$ cat src/rtl/sha_1_pad_pkg.sv
// SHA-1 padder shared constants, state encoding and last-word helper.
// Imported by the padder top level.
package sha_1_pad_pkg;

  localparam int LEN_W = 64;
  localparam int BLK_WORDS = 16;
  localparam logic [7:0] PAD_BYTE = 8'h80;

  typedef enum logic [2:0] {
    S_FILL,
    S_PAD,
    S_SEND,
    S_WAIT,
    S_LENBLK
  } state_t;

  // keep the first n bytes, put the pad marker at byte n, zero the rest
  function automatic logic [31:0] pad_word(
    input logic [31:0] d,
    input logic [2:0]  n
  );
    logic [31:0] w;
    w = '0;
    for (int b = 0; b < 4; b++) begin
      if (3'(b) < n)
        w[31-8*b -: 8] = d[31-8*b -: 8];
      else if (3'(b) == n)
        w[31-8*b -: 8] = PAD_BYTE;
    end
    return w;
  endfunction

endpackage

$ cat src/rtl/sha_1_pad.sv
// SHA-1 message padder: packs a 32-bit word stream into padded
// 512-bit blocks and hands them to the core one at a time.
module sha_1_pad
  import sha_1_pad_pkg::*;
(
  input  logic         clk,
  input  logic         rst,
  input  logic [31:0]  In_Data,
  input  logic         In_Valid,
  input  logic         In_Last,
  input  logic [2:0]   In_Bytes,
  output logic         In_Ready,
  output logic [511:0] Data,
  output logic [63:0]  Index,
  output logic         Enable,
  input  logic         Ready,
  output logic         Done
);

  state_t state_q, state_d;
  logic [4:0] wcnt_q, wcnt_d;
  logic [BLK_WORDS-1:0][31:0] buf_q, buf_d;
  logic [LEN_W-1:0] len_q, len_d;
  logic [63:0] idx_q, idx_d;
  logic pend_q, pend_d;
  logic fin_q, fin_d;
  logic lenblk_q, lenblk_d;
  logic rdy_q, rdy_d;
  logic en_q, en_d;
  logic [511:0] data_q, data_d;

  logic accept;
  logic [2:0] nb;
  logic [4:0] slot;
  logic pend;

  assign accept = In_Valid & rdy_q;
  assign nb = (In_Bytes > 3'd4) ? 3'd4 : In_Bytes;

  always_comb begin
    state_d = state_q;
    wcnt_d = wcnt_q;
    buf_d = buf_q;
    len_d = len_q;
    idx_d = idx_q;
    pend_d = pend_q;
    fin_d = fin_q;
    lenblk_d = lenblk_q;
    en_d = 1'b0;
    data_d = data_q;
    slot = wcnt_q;
    pend = pend_q;
    unique case (state_q)
      S_FILL: begin
        if (accept) begin
          wcnt_d = wcnt_q + 5'd1;
          if (In_Last) begin
            buf_d[wcnt_q[3:0]] = pad_word(In_Data, nb);
            len_d = len_q + {58'b0, nb, 3'b000};
            pend_d = (nb == 3'd4);
            state_d = S_PAD;
          end else begin
            buf_d[wcnt_q[3:0]] = In_Data;
            len_d = len_q + 64'd32;
            if (wcnt_q == 5'(BLK_WORDS - 1)) begin
              fin_d = 1'b0;
              lenblk_d = 1'b0;
              state_d = S_SEND;
            end
          end
        end
      end
      S_PAD: begin
        if (pend && slot < 5'(BLK_WORDS)) begin
          buf_d[slot[3:0]] = {PAD_BYTE, 24'h0};
          slot = slot + 5'd1;
          pend = 1'b0;
        end
        pend_d = pend;
        wcnt_d = slot;
        if (slot <= 5'd14 && !pend) begin
          buf_d[14] = len_q[63:32];
          buf_d[15] = len_q[31:0];
          fin_d = 1'b1;
          lenblk_d = 1'b0;
        end else begin
          fin_d = 1'b0;
          lenblk_d = 1'b1;
        end
        state_d = S_SEND;
      end
      S_SEND: begin
        en_d = 1'b1;
        data_d = buf_q;
        state_d = S_WAIT;
      end
      S_WAIT: begin
        if (Ready) begin
          idx_d = idx_q + 64'd1;
          wcnt_d = '0;
          buf_d = '0;
          if (fin_q) begin
            len_d = '0;
            idx_d = '0;
            fin_d = 1'b0;
            state_d = S_FILL;
          end else if (lenblk_q) begin
            lenblk_d = 1'b0;
            state_d = S_LENBLK;
          end else begin
            state_d = S_FILL;
          end
        end
      end
      S_LENBLK: begin
        buf_d = '0;
        if (pend_q) buf_d[0] = {PAD_BYTE, 24'h0};
        pend_d = 1'b0;
        buf_d[14] = len_q[63:32];
        buf_d[15] = len_q[31:0];
        fin_d = 1'b1;
        state_d = S_SEND;
      end
      default: state_d = S_FILL;
    endcase
    rdy_d = (state_d == S_FILL) && (wcnt_d < 5'(BLK_WORDS));
  end

  always_ff @(posedge clk) begin
    if (!rst) begin
      state_q <= S_FILL;
      wcnt_q <= '0;
      buf_q <= '0;
      len_q <= '0;
      idx_q <= '0;
      pend_q <= 1'b0;
      fin_q <= 1'b0;
      lenblk_q <= 1'b0;
      rdy_q <= 1'b0;
      en_q <= 1'b0;
      data_q <= '0;
    end else begin
      state_q <= state_d;
      wcnt_q <= wcnt_d;
      buf_q <= buf_d;
      len_q <= len_d;
      idx_q <= idx_d;
      pend_q <= pend_d;
      fin_q <= fin_d;
      lenblk_q <= lenblk_d;
      rdy_q <= rdy_d;
      en_q <= en_d;
      data_q <= data_d;
    end
  end

  assign In_Ready = rdy_q;
  assign Enable = en_q;
  assign Data = data_q;
  assign Index = idx_q;
  assign Done = (state_q == S_WAIT) & fin_q & Ready;

endmodule
$ cat config.mk
export PLATFORM = sky130hd
export DESIGN_NAME = sha_1_pad
export DESIGN_NICKNAME = d
export VERILOG_FILES = /design/src/rtl/sha_1_pad_pkg.sv /design/src/rtl/sha_1_pad.sv
export SDC_FILE = /design/constraint.sdc
export NUM_CORES = 2
export LEC_CHECK = 0
export BUFFER_PORTS_ARGS = -buffer_cell sky130_fd_sc_hd__clkbuf_2
export CORE_MARGIN = 4
export CORE_UTILIZATION = 52
export DETAILED_ROUTE_END_ITERATION = 7
export PLACE_DENSITY = 0.74
export SLEW_MARGIN = 25
export SYNTH_ARGS = -nofsm -noshare
export SYNTH_HDL_FRONTEND = slang
export SYNTH_SLANG_ARGS = --single-unit
$ cat constraint.sdc
create_clock -name clk -period 2.43 [get_ports clk]
set_clock_uncertainty 0.05 [all_clocks]
set_input_delay 0.243 -clock clk [delete_from_list [all_inputs] [get_ports clk]]
set_output_delay 0.243 -clock clk [all_outputs]
set_load 0.02 [all_outputs]
---- Word-level counts from Yosys, hierarchy flattened ----
Index checks and enable logic that the tools add are counted.
operators by class
  add/sub/neg operators ................... 4
  order comparisons ....................... 10
  eq/ne operators ......................... 18
  mux-type cells .......................... 66
  bitwise operators ....................... 6
  reductions and logical operators ........ 20
operators by type and width
  operator                                             number
  two-way mux 512 bit                                  4
  one-hot mux 512 bit (4 select lines)                 1
  bitwise mux 512 bit                                  2
  bitwise AND 496 bit                                  1
  NOT 496 bit                                          1
  two-way mux 64 bit                                   6
  two-way mux 8 bit                                    20
  demux 32 bit (select 4 bit)                          1
  one-hot mux 64 bit (2 select lines)                  1
  adder 64 x 1 -> 64 bit (second input constant)       1
  adder 64 x 6 -> 64 bit                               1
  adder 64 x 6 -> 64 bit (second input constant)       1
  two-way mux 32 bit                                   2
  two-way mux 3 bit                                    7
  two-way mux 5 bit                                    4
  inequality test 2 bit (second input constant)        8
  bitwise OR 16 bit                                    1
  one-hot mux 5 bit (3 select lines)                   1
  two-way mux 1 bit                                    13
  one-hot mux 3 bit (4 select lines)                   1
  AND reduction 4 bit                                  3
  less-than comparator 5 bit (second input constant)   2
  logical NOT 3 bit                                    3
  equality test 2 x 3 -> 1 bit (first input constant)  2
  26 further kinds                                     37
storage, ports and cells
  flip-flop bits (word level) ............. 1165
  input bits .............................. 40
  output and inout bits ................... 579
  word-level logic and storage cells ...... 150

---- Depth between registers and ports, before layout ----
  depth in word-level cells ............... 12
  gate-level depth with buffers ........... 10

---- Worst setup path after synthesis ----
No wires, ideal clock.
  path type ............................... input to register
  start ................................... in In_Bytes[0]
  end ..................................... reg len_q[63]
  arrival time ............................ 2.294 ns
  required time ........................... 2.310 ns
  path slack .............................. 0.015 ns
  stages on the path ...................... 9
  path buffers ............................ 0
  path through ............................ nor2b_1 ha_1 fa_1 a21oi_1 o2bb2ai_1 nor4b_4 nand4_4 or4_1 a21oi_1
on the way
  cells in the longest elaborated chain, start to end .. 6
RTL lines
  item                                     line              text
  start: declaration                       sha_1_pad.sv:11   input logic [2:0] In_Bytes,
  greater-than comparator 3 bit            sha_1_pad.sv:38   assign nb = (In_Bytes > 3'd4) ? 3'd4 : In_Bytes;
  two-way mux 3 bit (*)                    sha_1_pad.sv:38
  adder 64 x 6 -> 64 bit (*)               sha_1_pad.sv:59   len_d = len_q + {58'b0, nb, 3'b000};
  two-way mux 64 bit (*)                   sha_1_pad.sv:57   if (In_Last) begin
  two-way mux 64 bit (*)                   sha_1_pad.sv:55   if (accept) begin
  one-hot mux 64 bit (2 select lines) (*)  sha_1_pad.sv:53   unique case (state_q)
  end signal: assignment                   sha_1_pad.sv:146  len_q <= len_d;
  end: declaration                         sha_1_pad.sv:23   logic [LEN_W-1:0] len_q, len_d;
Every way passes the cells marked *; elsewhere a longest branch is shown, timed or not. The select of a mux whose other input is x is not followed.
A chain may end at the register's enable or synchronous reset.

---- Worst setup path after layout ----
  start ................................... reg wcnt_q[0]
  end ..................................... reg buf_q[469] in the netlist's numbering
on the way
  cells in the longest elaborated chain, start to end .. 9
  elaborated cells on any way between the ends .. 26
RTL lines
  item                                                                                line              text
  start: declaration                                                                  sha_1_pad.sv:21   logic [4:0] wcnt_q, wcnt_d;
  start signal: assignment                                                            sha_1_pad.sv:144  wcnt_q <= wcnt_d;
  parallel branches: the longest is 9 deep, another holds less-than comparator 5 bit  --
  end signal: assignment                                                              sha_1_pad.sv:145  buf_q <= buf_d;
  end: declaration                                                                    sha_1_pad.sv:22   logic [BLK_WORDS-1:0][31:0] buf_q, buf_d;
Several ways; the timed one is not identified. The select of a mux whose other input is x is not followed.

==> results.toml <==
[worst_setup_path]
rr_worst_depth = 11
required_ns = 2.95
end_kind = "flip-flop"
critPathMostFrequentCell = "buf_6"
cp_slowest_cell = "a2111o_1"
start_kind = "flip-flop"
r2r_end = "buf_q[469]$_SDFFE_PN0P_"
cp_cell_sequence = "buf_6 > ha_4 > nand3b_1 > xor2_4 > a2111o_1 > and2_4 > buf_6 > o211ai_1 > buf_4 > clkbuf_16 > o2bb2ai_1"
critical_path_arrival_ns = 2.98
reg2reg_from = "wcnt_q[0]$_SDFFE_PN0P_"
path_class = "reg2reg"
ff2ff_setup_slack_ns = -0.03
max_stage_delay_ns = 0.42
worst-path-max-fanout = 7

[finish]
area_delta_synth_final_pct = 24.16
final_cell_mix = "nand2_1 (1366), dfxtp_1 (1157), a21oi_1 (821), clkbuf_2 (617), nor2_1 (329)"
drive_gt1_frac = 0.1922
layout_commonest_cell = "nand2_1"
fin_util = 0.6513
fin_nets = 5986
final_area_sq_um = 54500

[power]
seq_power_share = 0.476
p_int_mw = 30.66
p_switching_mw = 9.666
power.density_nw_per_um2 = 740.0
irDropWorstVdd_mv = 0.5930
sw_frac_of_total = 0.2397
cellLeakagePower_nw = 20.22
comb_power_share = 0.067
clkPwrFrac = 0.457

[synth]
synth_top_family_by_area = "simple AND/OR/NAND/NOR gates"
async_flop_share = 0
synthMuxAreaShare = 0.0002280
synth_cell_types = 67
syn-cell-area_sq_um = 43900
synth-seq-cells = 1162
synth_fa_ha_area_frac = 0.003021
yosysWarnings = 0
seq_area_frac_synth = 0.5299
avgSynthCellArea_sq_um = 8.162
synth-xor-area-share = 0.01856
syn-num-nets = 5428
synth_compound_area_frac = 0.1616
synthSimpleGateAreaFrac = 0.2438
synthFlopType = "dfxtp_1"
synthCells = 5378
synth_edf_count = 0

[routing]
wl_met2_um = 67900
wire_per_inst_um = 20.99
drc = 0
route.met3.wl_um = 14420
routed_via_density = 5.711
firstDrtPassIters = 6
drtAntennaViolNets = 0
drt-initial-drc-count = 4529
wl_met1_um = 61820
drt_wl_total_um = 150700
highest_layer = "met5"
via_count = 40983

[hold_path]
min_to = "state_q[1]$_SDFF_PN0_"
min_path_cells = 5
holdCritPathClass = "in2reg"
hp-start = "Ready"

[outcome]
status = "complete, but fails checks"
violations = "negative setup slack"

[timing]
max_slew.worst_pin.slew_ns = 1.155
timing.final.crit_period_ns = 2.460
setup_violations = 20
finalCritPeriodShare = 1.012
slew_headroom = 0.2300
rsz0062_at_grt = "true"
maxSlewViolCount = 0
hold_violations = 0
max_freq_ghz = 0.4066
whs_ns = 0.03517
setup_slack_ns = -0.02958

[floorplan]
die_area_sq_um = 89130
die_h_um = 298.5
rows = 106
io_pins = 619
fp.coreArea_sq_um = 83690
start_util = 0.5245
die_x_um = 298.5

[flow_run]
drv_cap = 0

[global_route]
overflow = 0
grt_pass1_wl_um = 224900
grt_max_degree = 210
antenna_found_initial = 19
track_usage = 0.3190
grt_pass1_vias = 37540

[place]
io_buffers = 618
gp_congestion = 0.9091
placed_area_sq_um = 49770
hpwl_um = 97320
post-place-ws_ns = -0.1081

[cts]
clk_pin_slew_ns = 0.06
worstSkewPairLatency_ns = 0.69
cts_max_path_buffers = 3
root_buffer = "clkbuf_16"
clock-sinks = 1162
cts_made_buffers = 114
cts_tree = "built"
h-tree-depth = 3
metal layers:
| layer | vias to the layer above | global-route usage |
|---|---|---|
| li1 | 19250 | - |
| met1 | 19569 | 0.4310 |
| met2 | 1838 | 0.4954 |
| met3 | 316 | 0.07577 |
| met4 | 10 | 0.1263 |
| met5 | - | 0 |
state kept, by name (all words and copies together) (netlist names), 3 cells and up:
register  flops
Data        512
buf_q       512
Index        64
len_q        61
wcnt_q        5
state_q       3
worst max-delay path by stage:
stage	startpoint	endpoint	slack (ns)	cells past startpoint
after floorplan	In_Bytes[0]	len_q[63]$_SDFFE_PN0P_	0.02	9
after global placement	state_q[2]$_SDFF_PN0_	buf_q[427]$_SDFFE_PN0P_	-0.20	7
after detailed placement	state_q[2]$_SDFF_PN0_	buf_q[427]$_SDFFE_PN0P_	-0.11	7
after CTS	wcnt_q[0]$_SDFFE_PN0P_	buf_q[466]$_SDFFE_PN0P_	0.02	9
after global routing	state_q[1]$_SDFF_PN0_	buf_q[457]$_SDFFE_PN0P_	-0.1	11
final	wcnt_q[0]$_SDFFE_PN0P_	buf_q[469]$_SDFFE_PN0P_	-0.03	11
cells by family (layout without fill, tap and decap cells):
kind of cell / after synthesis / in the layout
mux: 1 / 1
other cells: 0 / 12
fa+ha+maj: 10 / 10
flops: 1162 / 1162
buf+inv: 484 / 1134
xor+xnor: 93 / 93
compound gates: 1214 / 1215
simple gates: 2414 / 2415
Yosys cell counts (all sizes together), types with 8 or more instances:
master	n	area, sq um
dfxtp	1162	23260
xnor2	37	324.1
o21a	134	1006
and3	38	239.0
nor2b	10	62.56
nand2	1368	5135
a21o	8	60.06
inv	27	101.3
buf	56	276.5
nand4	41	277.8
or2	8	50.05
nor3	32	160.2
and2	42	262.8
nand3	320	1607
or3	17	106.4
ha	9	112.6
a21oi	826	4134
nor4	30	217.7
and4	15	131.4
xor2	56	490.5
a211oi	14	105.1
nor3b	128	965.9
nor2	341	1282
a22oi	103	773.2
o2bb2ai	61	534.3
o21ai	36	180.2
clkbuf	401	1505
or4	9	67.56
power groups by stage:
| stage | Clock [mW] | Combinational, mW | Sequential (mW) |
|---|---|---|---|
| 3_3_place_gp | 0 | 2.52 | 19.6 |
| 6_report | 18.4 | 2.70 | 19.2 |
| 3_5_place_dp | 0 | 2.52 | 19.6 |
| 5_1_grt | 19.4 | 2.82 | 19.2 |
| 4_1_cts | 18.6 | 2.55 | 19.2 |
| 2_1_floorplan | 0 | 1.20 | 19.6 |
critical path: cells and delay by family, from the launching register on:
kind / cells / cell delay [ns]
buffers and inverters: 4 / 0.65
AOI/OAI and AO/OA: 3 / 0.62
and+or+nand+nor: 2 / 0.34
DFF: 1 / 0.33
xor gates and xnor gates: 1 / 0.21
adders and majority gates: 1 / 0.15
repair_timing:
| action | 4_1_cts | 5_1_grt |
|---|---|---|
| endpoints found under the setup margin | 101 | 223 |
| setup buffers | 3 | 18 |
| resized for setup | 6 | 69 |
| endpoints found under the hold margin | 13 | 0 |
| gates cloned | 1 | 6 |
| pin swaps | 1 | 15 |
| hold buffers | 6 | 0 |
per-stage QoR:
| step | std cells | power, mW | setup TNS (ns) |
|---|---|---|---|
| 4_1_cts | 7138 | 40.32 | 0 |
| 3_3_place_gp | 6918 | 22.13 | -2.436 |
| 3_5_place_dp | 6918 | 22.13 | -2.298 |
| 6_report | 7176 | 40.33 | -0.3743 |
| 2_1_floorplan | 5378 | 20.81 | 0 |
| 5_1_grt | 7166 | 41.43 | -1.877 |
final cells by class:
| type | instances | area [sq um] |
|---|---|---|
| diodes | 12 | 30.03 |
| flip-flops and latches | 1162 | 23270 |
| well taps | 1134 | 1419 |
| fillers | 7065 | 29190 |
| multi-input cells | 3734 | 19150 |
| inverters | 27 | 108.9 |
| clock buffers | 166 | 3309 |
| repair buffers | 897 | 6575 |
| clock inverters | 44 | 638.1 |
(Power assumes the default switching activity.)
